<file path="config.mk">
export PLATFORM = sky130hd
export DESIGN_NAME = rnn_mem_arbiter
export DESIGN_NICKNAME = d
export VERILOG_FILES = /design/src/rtl/rnn_mem_pkg.sv /design/src/rtl/rnn_rr_picker.sv /design/src/rtl/rnn_mem_arbiter.sv
export SDC_FILE = /design/constraint.sdc
export NUM_CORES = 1
export LEC_CHECK = 0
export CAP_MARGIN = 20
export CORE_MARGIN = 8
export CORE_UTILIZATION = 37
export DETAILED_ROUTE_END_ITERATION = 12
export PLACE_DENSITY_LB_ADDON = 0.1
export SYNTH_ARGS = -nofsm -noshare
export SYNTH_HDL_FRONTEND = slang
export SYNTH_SLANG_ARGS = --single-unit
</file>
<file path="constraint.sdc">
create_clock -name clk -period 8.4 [get_ports clk]
set_input_delay 1.26 -clock clk [delete_from_list [all_inputs] [get_ports clk]]
set_output_delay 1.26 -clock clk [all_outputs]
set_load 0.01 [all_outputs]
</file>
<file path="src/rtl/rnn_mem_pkg.sv">
// Shared constants, memory select encodings and index helpers for the RNN memory slice.
package rnn_mem_pkg;

  localparam int unsigned AW = 17;
  localparam int unsigned DW = 20;
  localparam int unsigned SW = 3;

  typedef enum logic [2:0] {
    MSEL_XW  = 3'b000,
    MSEL_B1  = 3'b001,
    MSEL_HW  = 3'b010,
    MSEL_B2  = 3'b011,
    MSEL_CNT = 3'b100,
    MSEL_OUT = 3'b101
  } msel_e;

  // Successor of a requester index in a ring of n requesters.
  function automatic int unsigned rr_next(input int unsigned idx, input int unsigned n);
    return (idx + 1) % n;
  endfunction

endpackage

</file>
<file path="src/rtl/rnn_rr_picker.sv">
// Rotating-priority encoder: first asserted request scanning upward from rr_ptr, wrapping.
module rnn_rr_picker #(
  parameter int unsigned N  = 3,
  parameter int unsigned IW = (N > 1) ? $clog2(N) : 1
) (
  input  logic [N-1:0]  req,
  input  logic [IW-1:0] rr_ptr,
  output logic [IW-1:0] pick,
  output logic          pick_vld
);

  int unsigned idx;

  // Scan N positions starting at rr_ptr; the first hit wins.
  always_comb begin
    pick     = '0;
    pick_vld = 1'b0;
    idx      = 0;
    for (int unsigned off = 0; off < N; off++) begin
      idx = (32'(rr_ptr) + off) % N;
      if (!pick_vld && req[IW'(idx)]) begin
        pick     = IW'(idx);
        pick_vld = 1'b1;
      end
    end
  end

endmodule

</file>
<file path="src/rtl/rnn_mem_arbiter.sv">
// Round-robin arbiter sharing the single RNN memory port, with burst locking, a forced-release
// bound and fixed-latency read-data routing back to the issuing requester.
module rnn_mem_arbiter #(
  parameter int unsigned NREQ      = 3,
  parameter int unsigned AW        = 17,
  parameter int unsigned DW        = 20,
  parameter int unsigned SW        = 3,
  parameter int unsigned MAX_BURST = 64,
  parameter int unsigned RD_LAT    = 1
) (
  input  logic               clk,
  input  logic               reset,
  input  logic [NREQ-1:0]    req,
  input  logic [NREQ-1:0]    wr,
  input  logic [NREQ-1:0]    last,
  input  logic [NREQ*SW-1:0] sel,
  input  logic [NREQ*AW-1:0] addr,
  input  logic [NREQ*DW-1:0] wdata,
  output logic [NREQ-1:0]    gnt,
  output logic [NREQ-1:0]    rvalid,
  output logic [DW-1:0]      rdata,
  output logic               busy,
  output logic               mce,
  output logic [SW-1:0]      msel,
  output logic [AW-1:0]      maddr,
  output logic [DW-1:0]      mdata_w,
  input  logic [DW-1:0]      mdata_r
);

  import rnn_mem_pkg::*;

  localparam int unsigned IW = (NREQ > 1) ? $clog2(NREQ) : 1;
  localparam int unsigned BW = $clog2(MAX_BURST + 1);

  logic              owner_vld;
  logic [IW-1:0]     owner_idx;
  logic [IW-1:0]     rr_ptr;
  logic [BW-1:0]     burst_cnt;
  // Read-ness and requester of the command currently on the memory pins.
  logic              cmd_rd;
  logic [IW-1:0]     cmd_idx;
  // Read tags travelling alongside the memory's read latency.
  logic [RD_LAT-1:0] tag_vld;
  logic [IW-1:0]     tag_idx [RD_LAT];

  logic [IW-1:0]     pick;
  logic              pick_vld;
  logic              beat;
  logic [IW-1:0]     beat_idx;
  logic              burst_end;
  logic [IW-1:0]     rr_inc;

  rnn_rr_picker #(
    .N  (NREQ),
    .IW (IW)
  ) u_picker (
    .req      (req),
    .rr_ptr   (rr_ptr),
    .pick     (pick),
    .pick_vld (pick_vld)
  );

  // Grant: the owner keeps the port while it requests; otherwise the round-robin pick.
  always_comb begin
    beat_idx  = owner_vld ? owner_idx : pick;
    beat      = 1'b0;
    if (!reset) begin
      beat = owner_vld ? req[owner_idx] : pick_vld;
    end
    gnt       = beat ? (NREQ'(1) << beat_idx) : '0;
    burst_end = (32'(burst_cnt) == MAX_BURST - 1);
    rr_inc    = IW'(rr_next(32'(beat_idx), NREQ));
  end

  // Ownership, pointer, burst counter and the registered memory command.
  always_ff @(posedge clk) begin
    if (reset) begin
      owner_vld <= 1'b0;
      owner_idx <= '0;
      rr_ptr    <= '0;
      burst_cnt <= '0;
      mce       <= 1'b0;
      msel      <= SW'(MSEL_XW);
      maddr     <= '0;
      mdata_w   <= '0;
      cmd_rd    <= 1'b0;
      cmd_idx   <= '0;
    end else if (beat) begin
      mce     <= 1'b1;
      msel    <= sel[beat_idx*SW +: SW];
      maddr   <= addr[beat_idx*AW +: AW];
      mdata_w <= wdata[beat_idx*DW +: DW];
      cmd_rd  <= ~wr[beat_idx];
      cmd_idx <= beat_idx;
      if (last[beat_idx] || burst_end) begin
        owner_vld <= 1'b0;
        burst_cnt <= '0;
        rr_ptr    <= rr_inc;
      end else begin
        owner_vld <= 1'b1;
        owner_idx <= beat_idx;
        burst_cnt <= burst_cnt + BW'(1);
      end
    end else begin
      mce    <= 1'b0;
      cmd_rd <= 1'b0;
      // Owner stopped requesting: drop it and move the pointer past it.
      if (owner_vld) begin
        owner_vld <= 1'b0;
        burst_cnt <= '0;
        rr_ptr    <= rr_inc;
      end
    end
  end

  // Shift read tags so the last stage lines up with valid mdata_r.
  always_ff @(posedge clk) begin
    if (reset) begin
      tag_vld <= '0;
      for (int i = 0; i < RD_LAT; i++) tag_idx[i] <= '0;
    end else begin
      tag_vld[0] <= mce & cmd_rd;
      tag_idx[0] <= cmd_idx;
      for (int i = 1; i < RD_LAT; i++) begin
        tag_vld[i] <= tag_vld[i-1];
        tag_idx[i] <= tag_idx[i-1];
      end
    end
  end

  // Read return routing and activity flag, both silenced during reset.
  always_comb begin
    rvalid = '0;
    if (!reset && tag_vld[RD_LAT-1]) rvalid = NREQ'(1) << tag_idx[RD_LAT-1];
    rdata  = mdata_r;
    busy   = !reset && (owner_vld || mce || (|tag_vld));
  end

endmodule

</file>
; After elaboration in Yosys (flattened, before gate mapping)
; Memory sizes are Yosys's and may differ from the RTL's.
; Index checks and enable logic that the tools add are counted.
[word_totals]
regBits = 57
word_cells = 90
mem_count = 1
ram_bits = 2
inputBits = 151
[memory_table]
columns = name, depth, word_bits, read_ports, rd_clocked_by_memory_dff, wr, line
row1 = tag_idx, 1, 2, 1, 0, 1, rnn_mem_arbiter.sv:44  ; logic [IW-1:0] tag_idx [RD_LAT];
[op_classes]
n_bitwise = 4
reduce_logical = 15
addsub = 4
order_cmp = 5
mux = 36
n_div = 4
shift = 5
multipliers = 3
n_eq_ne = 2
[ops]
columns = cell, n
row1 = $mod 32x2->32 const B, 3
row2 = $shiftx 60x8->20, 1
row3 = $shiftx 51x8->17, 1
row4 = $mod 2x2->32 const B, 1
row5 = $mux 7, 3
row6 = $mux 1, 17
row7 = $mux 2, 8
row8 = $lt 2x3->1 const B, 5
row9 = $bmux 1 s2, 6
row10 = $shiftx 9x5->3, 1
row11 = $add 7x1->7 const B, 1
row12 = $eq 7x6->1 const B, 1
row13 = $mul 2x5->7 const B, 1
row14 = $add 2x1->3 const B, 2
row15 = $mux 3, 2
row16 = $shl 1x2->3 const A, 2
row17 = $mul 2x3->5 const B, 1
row18 = $logic_and 1x1->1, 4
row19 = $mul 2x2->4 const B, 1
row20 = $reduce_and 2->1, 2
row21 = $reduce_or 2->1, 2
row22 = $add 2x2->3 const B, 1
row23 = $logic_not 1->1, 3
row24 = $logic_or 1x1->1, 3
row25 = 4 further kinds, 6

; Depth between registers and ports, before layout
; Gate-level depths: netlist (run 1).
[depth]
word_depth = 16
ltp_mapped = 12
depth_no_buf = 10

; Hierarchy
; A second synthesis (run 1) with hierarchy kept.
[hier_totals]
cells_unflattened = 423
area_unflattened_um2 = 3513.4
[modules_own_cells]
columns = module, instances, cells_each, area_each_um2, seq_area_each_um2
row1 = rnn_mem_arbiter, 1, 397, 3313.2, 1181.1
row2 = rnn_rr_picker, 1, 26, 200.2, 0.0

; Least setup slack after synthesis (run 1)
; Ideal clock, no wire load.
[synth_path]
path_kind = input to output
start = in req[0]
end = out gnt[0]
setup_slack_ns = 4.082
t_arrival_ns = 3.058
path_buffers = 2
required_time_ns = 7.140
path_stages = 8
path_cell_list = mux2_4 > mux2_2 > o41a_1 > o31ai_4 > buf_6 > buf_6 > ha_1 > and2_1
[synth_via]
elab_chain_cells = 12
word_cells_on_any_way = 23
classes_between = shift (1) / mux (18) / reduce/logical (4)
[synth_rtl]
columns = element, line
row1 = "start, declared", rnn_mem_arbiter.sv:13  ; input logic [NREQ-1:0] req,
row2 = $bmux 1 s2, rnn_rr_picker.sv:21  ; if (!pick_vld && req[IW'(idx)]) begin
row3 = $mux 1 (implied by the code), rnn_rr_picker.sv:21
row4 = $mux 1, rnn_rr_picker.sv:21
row5 = $logic_not 1->1, rnn_rr_picker.sv:21
row6 = $logic_and 1x1->1, rnn_rr_picker.sv:21
row7 = $mux 1, rnn_rr_picker.sv:21
row8 = $logic_not 1->1, rnn_rr_picker.sv:21
row9 = $logic_and 1x1->1, rnn_rr_picker.sv:21
row10 = $mux 2 or $mux 1 (tied branches), rnn_rr_picker.sv:21
row11 = $mux 2 or $mux 1 (tied branches), "rnn_mem_arbiter.sv:65, rnn_mem_arbiter.sv:68"
row12 = $shl 1x2->3 or $mux 1 (tied branches), "rnn_mem_arbiter.sv:70, rnn_mem_arbiter.sv:67"
row13 = $mux 3 *, rnn_mem_arbiter.sv:70  ; gnt = beat ? (NREQ'(1) << beat_idx) : '0;
row14 = "end, declared", rnn_mem_arbiter.sv:19  ; output logic [NREQ-1:0] gnt,
; Every way passes the cells marked *; elsewhere a longest branch is shown, timed or not. The select of a mux whose other input is x is not followed.

; Worst setup path in the final report (run 1)
[layout_path]
start = in req[0]
end = out gnt[2]
; The elaborated chain is that of the path after synthesis.

==> impl_metrics.py, run 1 <==
metrics = {
    "clock_network": {
        "cts_tree": "built",
        "cts-root-buf": "clkbuf_8",
        "ctsHoldBuffers": 0,
        "clk_latency_ps": 320,
        "ctsResizeCount": 0,
        "h-tree-depth": 3,
        "cts_made_buffers": 9,
        "cts.path.max_buffers": 2,
        "cts.reportedPaths.clkPinSlew_ps": 70,
        "cts_sinks": 59,
        "cts.repair_timing.setup_buffer_count": 0,
    },
    "synthesis": {
        "yosys_register_bits": 59,
        "synth_cell_type_count": 50,
        "synth_edf_count": 0,
        "syn-cell-area_sq_um": 3550,
        "yosysMostFrequentCell": "nand2_1",
        "async_flop_share_pct": 0,
        "synth_fp_nets": 575,
        "synthTopCellsByCount": "78 x nand2_1, 59 x dfxtp_1, 47 x nor2_1",
        "synth_top_area_cell": "dfxtp_1",
        "avgSynthCellArea_sq_um": 8.53,
        "synth_area_leaders": "dfxtp_1 33%, mux2i_1 12%, nand2_1 8.3%",
        "yosys.area.top_type_share_pct": 33.3,
        "yosysWarnings": 0,
        "seq_area_frac_synth_pct": 33.3,
        "synthCells": 416,
        "synthFlopType": "dfxtp_1",
    },
    "placed_design": {
        "port-buffer-count": 178,
        "dp_hpwl_microns": 8880,
        "globalplace.congestion": 0.792,
    },
    "setup_path": {
        "cp-endpoint": "gnt[2]",
        "cp_data_arrival_time_ps": 4300,
        "start_kind": "primary input",
        "rr_worst_depth": 10,
        "rr_endpoint": "burst_cnt[4]",
        "crit_type": "in2out",
        "cp-end-kind": "output port",
        "worst_ep_required_time_ps": 7140,
        "r2r-start": "rr_ptr[1]",
        "r2r_setup_slack_ps": 4800,
        "cp_max_fo": 43,
        "crit_start": "req[0]",
    },
    "floorplanning": {
        "chipWidth_microns": 114,
        "core.rowCount": 35,
        "dieArea_sq_um": 13000,
        "initial_utilization_pct": 38.2,
        "placeableCoreArea_sq_um": 9280,
        "io-pin-count": 219,
        "dieHeight_microns": 114,
    },
    "cells_and_area": {
        "drive_gt1_share_pct": 7.38,
        "final_nets": 723,
        "area_growth_pct": 54.5,
        "fin_util_pct": 59.1,
        "diodes": 0,
    },
    "global_routing": {
        "grt_pass1_wl_microns": 18500,
        "antenna_found_initial": 0,
        "grt_max_degree": 44,
        "grt_usage_pct": 17.4,
        "gr-total-overflow": 0,
        "grt_pass1_vias": 3700,
    },
    "route": {
        "wirelength_microns": 11900,
        "ant_nets": 0,
        "detail_route.vias_per_cell": 5.08,
        "vias": 3544,
        "avgRoutedWirePerCell_microns": 17.0,
        "drtPass1Iterations": 4,
        "drtIter0Drc": 170,
        "drc": 0,
    },
    "timing": {
        "final-hold-violation-count": 0,
        "setup-tns-final_ps": 0,
        "max_slew.worst_pin.slew_ps": 715,
        "relSlewSlack_pct": 52.2,
        "finalCriticalPeriod_ps": 5560,
        "rsz0062_at_grt": "no",
        "maxSlewViolCount": 0,
        "setup_viol": 0,
        "timing.final.crit_share_pct": 66.2,
        "finalClockSkew_ps": 6.92,
        "max_freq_mhz": 180,
    },
    "flow_run": {
        "drv_cap": 0,
    },
    "power": {
        "p_per_area_nw_per_um2": 333,
        "vdd_drop_max_v": 0.000210,
        "p_leak_nw": 2.16,
    },
    "min_path": {
        "hold_path_class": "reg2reg",
    },
    "outcome": {
        "status": "complete, no violations",
    },
}
-- cells in the final DEF, fill, tap and decap left out, drive strengths merged, types with 2 or more instances in the layout --
cell,count
nand3b,2
dfxtp,59
nor2b,8
and2,5
o221a,27
bufinv,3
nand2,79
or2,3
inv,10
ha,8
nor2,48
clkbuf,10
mux2,4
nor4bb,2
buf,5
nand3,8
nand4,3
clkdlybuf4s50,178
and3,3
a221o,10
mux2i,42
o211ai,4
o21ai,11
a31oi,8
clkinvlp,2
o31ai,2
a21oi,10
-- power breakdown --
part           switching (W)  internal (W)
Sequential         0.0000553      0.000375
Clock               0.000113      0.000198
Combinational       0.000556      0.000526
Total               0.000724       0.00110
-- worst max-delay path, stage by stage --
cell and delay, ps:
clkdlybuf4s50_1 480, mux2_4 300, mux2_2 320, o311ai_4 280
buf_4 450, inv_2 420, and2_1 290, clkdlybuf4s50_1 470
-- kinds of logic (layout without fill, tap and decap cells) --
kind of cell / count (synthesis) / after routing / share of synthesized area (%)
AND/OR/NAND/NOR: 166 / 166 / 20.7
buffers and inverters: 56 / 209 / 9.45
multiplexers: 46 / 46 / 13.2
AO/OA/AOI/OAI: 81 / 81 / 20.6
adder cells (fa/ha/maj): 8 / 8 / 2.82
flip-flops: 59 / 59 / 33.3
-- cell type report --
type	instances	area, sq um
timing repair buffer	183	1830
multi-input combinational	301	2030
tap	129	161
sequential	59	1180
fill	864	3800
inverter	10	40.0
clock inverter	6	114
clock buffer	10	128
-- how the worst min path moves through the flow --
| stage | start | end | slack [ps] | cells after the start |
|---|---|---|---|---|
| CTS | cmd_idx[1] | tag_idx[0][1] | 480 | 1 |
| global placement | cmd_rd | tag_vld | 450 | 1 |
| floorplan | cmd_rd | tag_vld | 440 | 1 |
| detailed placement | cmd_rd | tag_vld | 450 | 1 |
| finish | cmd_idx[1] | tag_idx[0][1] | 470 | 1 |
| global route | cmd_idx[0] | tag_idx[0][0] | 490 | 1 |
-- flip-flops by register name, summed over array words and instances (netlist names) --
name	cells
tag_idx	2
tag_vld	1
owner_idx	2
maddr	17
burst_cnt	7
cmd_idx	2
mdata_w	20
mce	1
rr_ptr	2
owner_vld	1
cmd_rd	1
msel	3
-- layer usage --
layer	share of wire, %	vias to the layer above	wire (microns)	track usage [%]
met1	41	1638	4840	18.8
li1	-	1756	-	-
met2	49	132	5870	31.2
met3	9.2	18	1090	6.55
met5	0	-	0	0
met4	0.66	0	79	4.08
-- per-stage QoR --
step	total power [W]	hold slack (ps)	cell area [sq um]	setup slack [ps]	instances
detailed placement	0.00152	451	5230	2580	681
floorplan	0.00118	444	3550	4080	416
global route	0.00195	495	5480	2670	698
finish	0.00182	471	5480	2840	698
global placement	0.00150	451	5230	2670	681
CTS	0.00183	477	5470	2570	697
(Power assumes the default switching activity.)
==> inputs of run 2 (changes only) <==
--- a/config.mk
+++ b/config.mk
@@ -7,7 +7,7 @@
 export LEC_CHECK = 0
 export CAP_MARGIN = 20
 export CORE_MARGIN = 8
-export CORE_UTILIZATION = 37
+export CORE_UTILIZATION = 34
 export DETAILED_ROUTE_END_ITERATION = 12
 export PLACE_DENSITY_LB_ADDON = 0.1
 export SYNTH_ARGS = -nofsm -noshare
==> constraint.sdc (replaced) <==
create_clock -name clk -period 4.8 [get_ports clk]
set_input_delay 0.72 -clock clk [delete_from_list [all_inputs] [get_ports clk]]
set_output_delay 0.72 -clock clk [all_outputs]
set_load 0.01 [all_outputs]
==> run 2 against run 1 <==
  * Critical path depth is 1 higher
  * Sequential cell count stayed put
  * Combinational power is 74% higher
  * Cell count is 0.86% higher
  * Highest routed layer unchanged
  * First-iteration DRC count is 8.8% lower
  * Register-to-register slack worse by 4000 ps
  * Largest power group unchanged
  * Sequential share of layout area is 0.29 points higher
  * Routed wire length is 2.3% higher
==> impl_metrics.py, run 2 (same netlist as run 1, synthesis figures left out) <==
metrics = {
    "power": {
        "clkPwrFrac_pct": 13.1,
        "share_seq_of_total_power_pct": 25.0,
        "p_leak_nw": 2.12,
        "p_int_w": 0.00175,
        "p_per_area_nw_per_um2": 560,
        "vdd_drop_max_v": 0.000244,
        "p_comb_share_pct": 61.9,
        "swShare_pct": 42.3,
        "p_switching_w": 0.00128,
    },
    "route": {
        "ant_nets": 0,
        "avgRoutedWirePerCell_microns": 17.3,
        "drc": 0,
        "wirelength_microns": 12200,
        "drtIter0Drc": 155,
        "drtPass1Iterations": 4,
        "detail_route.vias_per_cell": 5.10,
        "vias": 3587,
    },
    "placed_design": {
        "port-buffer-count": 178,
        "dp_slack_ps": 176,
        "globalplace.congestion": 0.842,
        "postPlaceCellArea_sq_um": 5240,
        "dp_hpwl_microns": 9090,
    },
    "timing": {
        "finalCriticalPeriod_ps": 4620,
        "relSlewSlack_pct": 33.2,
        "final-hold-violation-count": 0,
        "worst_slack_ps": 184,
        "setup-tns-final_ps": 0,
        "maxSlewViolCount": 0,
        "rsz0062_at_grt": "no",
        "finalClockSkew_ps": 13.5,
        "max_slew.worst_pin.slew_ps": 1000,
        "timing.final.crit_share_pct": 96.2,
        "max_freq_mhz": 217,
        "setup_viol": 0,
    },
    "cells_and_area": {
        "final_common_cell": "clkdlybuf4s50_1",
        "area_growth_pct": 52.5,
        "stdcell_area_sq_um": 5410,
        "diodes": 0,
        "final_nets": 723,
        "reg.largest.list": "mdata_w: 20 flops, maddr: 17 flops, burst_cnt: 7 flops",
        "final_cell_mix": "178 x clkdlybuf4s50_1, 78 x nand2_1, 59 x dfxtp_1, 47 x nor2_1, 42 x mux2i_1",
        "final.fill_count": 983,
        "drive_gt1_share_pct": 7.39,
        "largest_reg_flops": 20,
        "fin_util_pct": 52.9,
        "top_register": "mdata_w",
    },
    "global_routing": {
        "gr-total-overflow": 0,
        "antenna_found_initial": 0,
        "grt_usage_pct": 16.9,
        "grt_pass1_wl_microns": 19600,
        "grt_max_degree": 43,
        "grt_pass1_vias": 3885,
    },
    "clock_network": {
        "clk_latency_ps": 340,
        "cts.reportedPaths.clkPinSlew_ps": 80,
        "cts.repair_timing.setup_buffer_count": 0,
        "h-tree-depth": 3,
        "cts-root-buf": "clkbuf_8",
        "cts.path.max_buffers": 2,
        "cts_sinks": 59,
        "cts_made_buffers": 9,
        "ctsResizeCount": 0,
        "cts_tree": "built",
        "ctsHoldBuffers": 0,
    },
    "setup_path": {
        "cp-end-kind": "output port",
        "cp_data_arrival_time_ps": 3900,
        "crit_type": "in2out",
        "cp_max_fo": 16,
        "worst_ep_required_time_ps": 4080,
        "start_kind": "primary input",
    },
    "flow_run": {
        "drv_cap": 0,
    },
    "floorplanning": {
        "placeableCoreArea_sq_um": 10200,
        "dieHeight_microns": 118,
        "io-pin-count": 219,
        "dieArea_sq_um": 14000,
        "initial_utilization_pct": 34.7,
        "core.rowCount": 37,
        "chipWidth_microns": 118,
    },
    "outcome": {
        "status": "complete, no violations",
    },
    "min_path": {
        "hold_path_class": "reg2reg",
    },
}
## run 2: changes by cell type in the layout (fill, tap and decap cells not counted), sizes merged
cell and delta:
clkinv +1, clkbuf -1, clkinvlp +2, bufinv -3
## run 2: worst paths after layout
| check | startpoint | end | slack [ps] | depth (start not counted) |
|---|---|---|---|---|
| min reg2reg | cmd_idx[1] | tag_idx[0][1] | 470 | 1 |
| max reg2reg | rr_ptr[1] | mdata_w[12] | 810 | 10 |
| min | cmd_idx[1] | tag_idx[0][1] | 470 | 1 |
| max | req[0] | gnt[1] | 180 | 9 |
## run 2: through the flow
step                cells  power [W]  hold slack (ps)
floorplan             416    0.00206              444
global placement      689    0.00264              454
detailed placement    689    0.00267              456
CTS                   704    0.00307              472
global route          704    0.00326              480
finish                704    0.00303              467
## run 2: power by group through the flow
stage,clock [W],combinational [W],sequential (W)
after CTS,0.000408,0.00191,0.000757
after global routing,0.000435,0.00205,0.000778
after floorplan,0,0.00125,0.000807
final,0.000395,0.00188,0.000757
after global placement,0,0.00188,0.000758
after detailed placement,0,0.00190,0.000766
## run 2: cell type report
type                    instances  area, sq um  share of cell area [%]
multi-input cells             301         2030                    37.6
inverters                      10         40.0                   0.740
flip-flops and latches         59         1180                    21.8
clock buffers                   9          124                    2.29
clock inverters                 6         43.8                   0.809
well taps                     136          170                    3.15
repair buffers                183         1820                    33.6
## run 2: metal layers
metal | global-route usage (%) | part of all wire [%] | up-vias
met5 | 0 | 0 | -
met4 | 4.32 | 1.7 | 0
met3 | 7.52 | 8.8 | 24
met2 | 29.0 | 47 | 143
met1 | 18.8 | 43 | 1661
li1 | - | - | 1759
## run 2: critical path: stages
cell	delay, ps
clkdlybuf4s50_1	470
mux2_4	300
mux2_2	320
and2_1	200
o31ai_4	800
inv_4	200
ha_1	270
and2_1	130
clkdlybuf4s50_1	470
==> variant, RTL diff (settings of run 1) <==
Set the parameter `MAX_BURST` to 32 (it was 64).
--- a/src/rtl/rnn_mem_arbiter.sv
+++ b/src/rtl/rnn_mem_arbiter.sv
@@ -5,7 +5,7 @@
   parameter int unsigned AW        = 17,
   parameter int unsigned DW        = 20,
   parameter int unsigned SW        = 3,
-  parameter int unsigned MAX_BURST = 64,
+  parameter int unsigned MAX_BURST = 32,
   parameter int unsigned RD_LAT    = 1
 ) (
   input  logic               clk,
Check against the original RTL: same outputs for any inputs over 4 cycles, from zero or initial values and one cycle with reset high; that may be too few to reach the edited logic, so the function may still have changed.
==> variant against run 1 <==
- routed wire length down 0.45%
- core utilization down 0.059 points
- die area down 3.3%
- power down 15%
- worst setup slack worse by 0.37 ns
- sequential cell count down 1
- global-route usage up 0.78 points
- largest cell class unchanged
- area after synthesis down 3.8%
- non-clock buffer count down 2
- design area down 2.0%
- largest power group unchanged
- sequential power down 3%
==> variant: results <==
[routing]
drtIter0Drc = 180
vias_per_cell = 5.28
vias = 3603
finalWirelength_um = 11800
wl_met2_um = 5980

[finish]
fin_nets = 725
nFillCells = 824
reg.largest.list = "mdata_w (20), maddr (17), burst_cnt (6)"
layout-drive-gt1-share_pct = 10.5

[run_status]
status = "completed"

[global_route]
grt.met3_usage_pct = 8.11
globalRouteMet1Util_pct = 18.3
grt_first_pass_wirelength_um = 18500
use_met2_pct = 32.8
first_global_vias = 3687
track_usage_pct = 18.2

[logic_synthesis]
yosys-top-cells-area = "dfxtp_1 (34%), mux2_2 (9.6%), nand2_1 (8.8%)"
synth_compound_area_share_pct = 17.6
avgSynthCellArea_um2 = 8.15
synth_xor_area_share_pct = 0.257
synthTopCellsByCount = "nand2_1 (80), dfxtp_1 (58), nand3_1 (30)"
seq_area_frac_synth_pct = 34.0
ys_types = 55
muxShareOfSynthArea_pct = 12.8
yosys.area_share.adder_pct = 2.93

[place]
placed_cells = 665
hpwl_um = 9020
gp_congestion = 0.817

[worst_hold_path]
min_from = "cmd_rd"

[power]
irDropWorstVdd_v = 0.000110
power.leakage_nw = 1.98

[worst_setup_path]
startpoint = "req[2]"
cp.arrival_ns = 4.66
cp_slowest_cell = "or2_2"
critical_path.max_fanout = 35
slowest_delay_ns = 0.67

[sta]
fin_skew_ns = 0.00975
relSlewSlack_pct = 30.7
variant: path summary, 6_finish.rpt:
path,to,slack [ns],cells past startpoint
max,gnt[2],2.48,9
min,tag_vld,0.42,2
max reg2reg,mdata_w[0],4.89,11
min reg2reg,tag_vld,0.42,2
variant: stage by stage:
stage          cell area [µm²]  util, %  setup slack [ns]  hold slack [ns]
6_report                  5370     59.0              2.48            0.418
5_1_grt                   5370     59.0              2.21            0.451
4_1_cts                   5350     58.7              2.11            0.421
3_5_place_dp              5100     56.0              2.12            0.421
3_3_place_gp              5080     55.8              2.15            0.408
2_1_floorplan             3410        -              4.37            0.404
variant: cell type report:
cell class,count,area share [%]
inverter,9,0.629
tap,111,2.58
clock inverter,7,2.33
sequential,58,21.6
clock buffer,9,2.31
multi-input combinational,307,36.6
timing repair buffer,181,34.0
variant: power by group:
group	switching, mW	internal [mW]
combinational	0.406	0.399
clock	0.126	0.200
sequential	0.0524	0.363
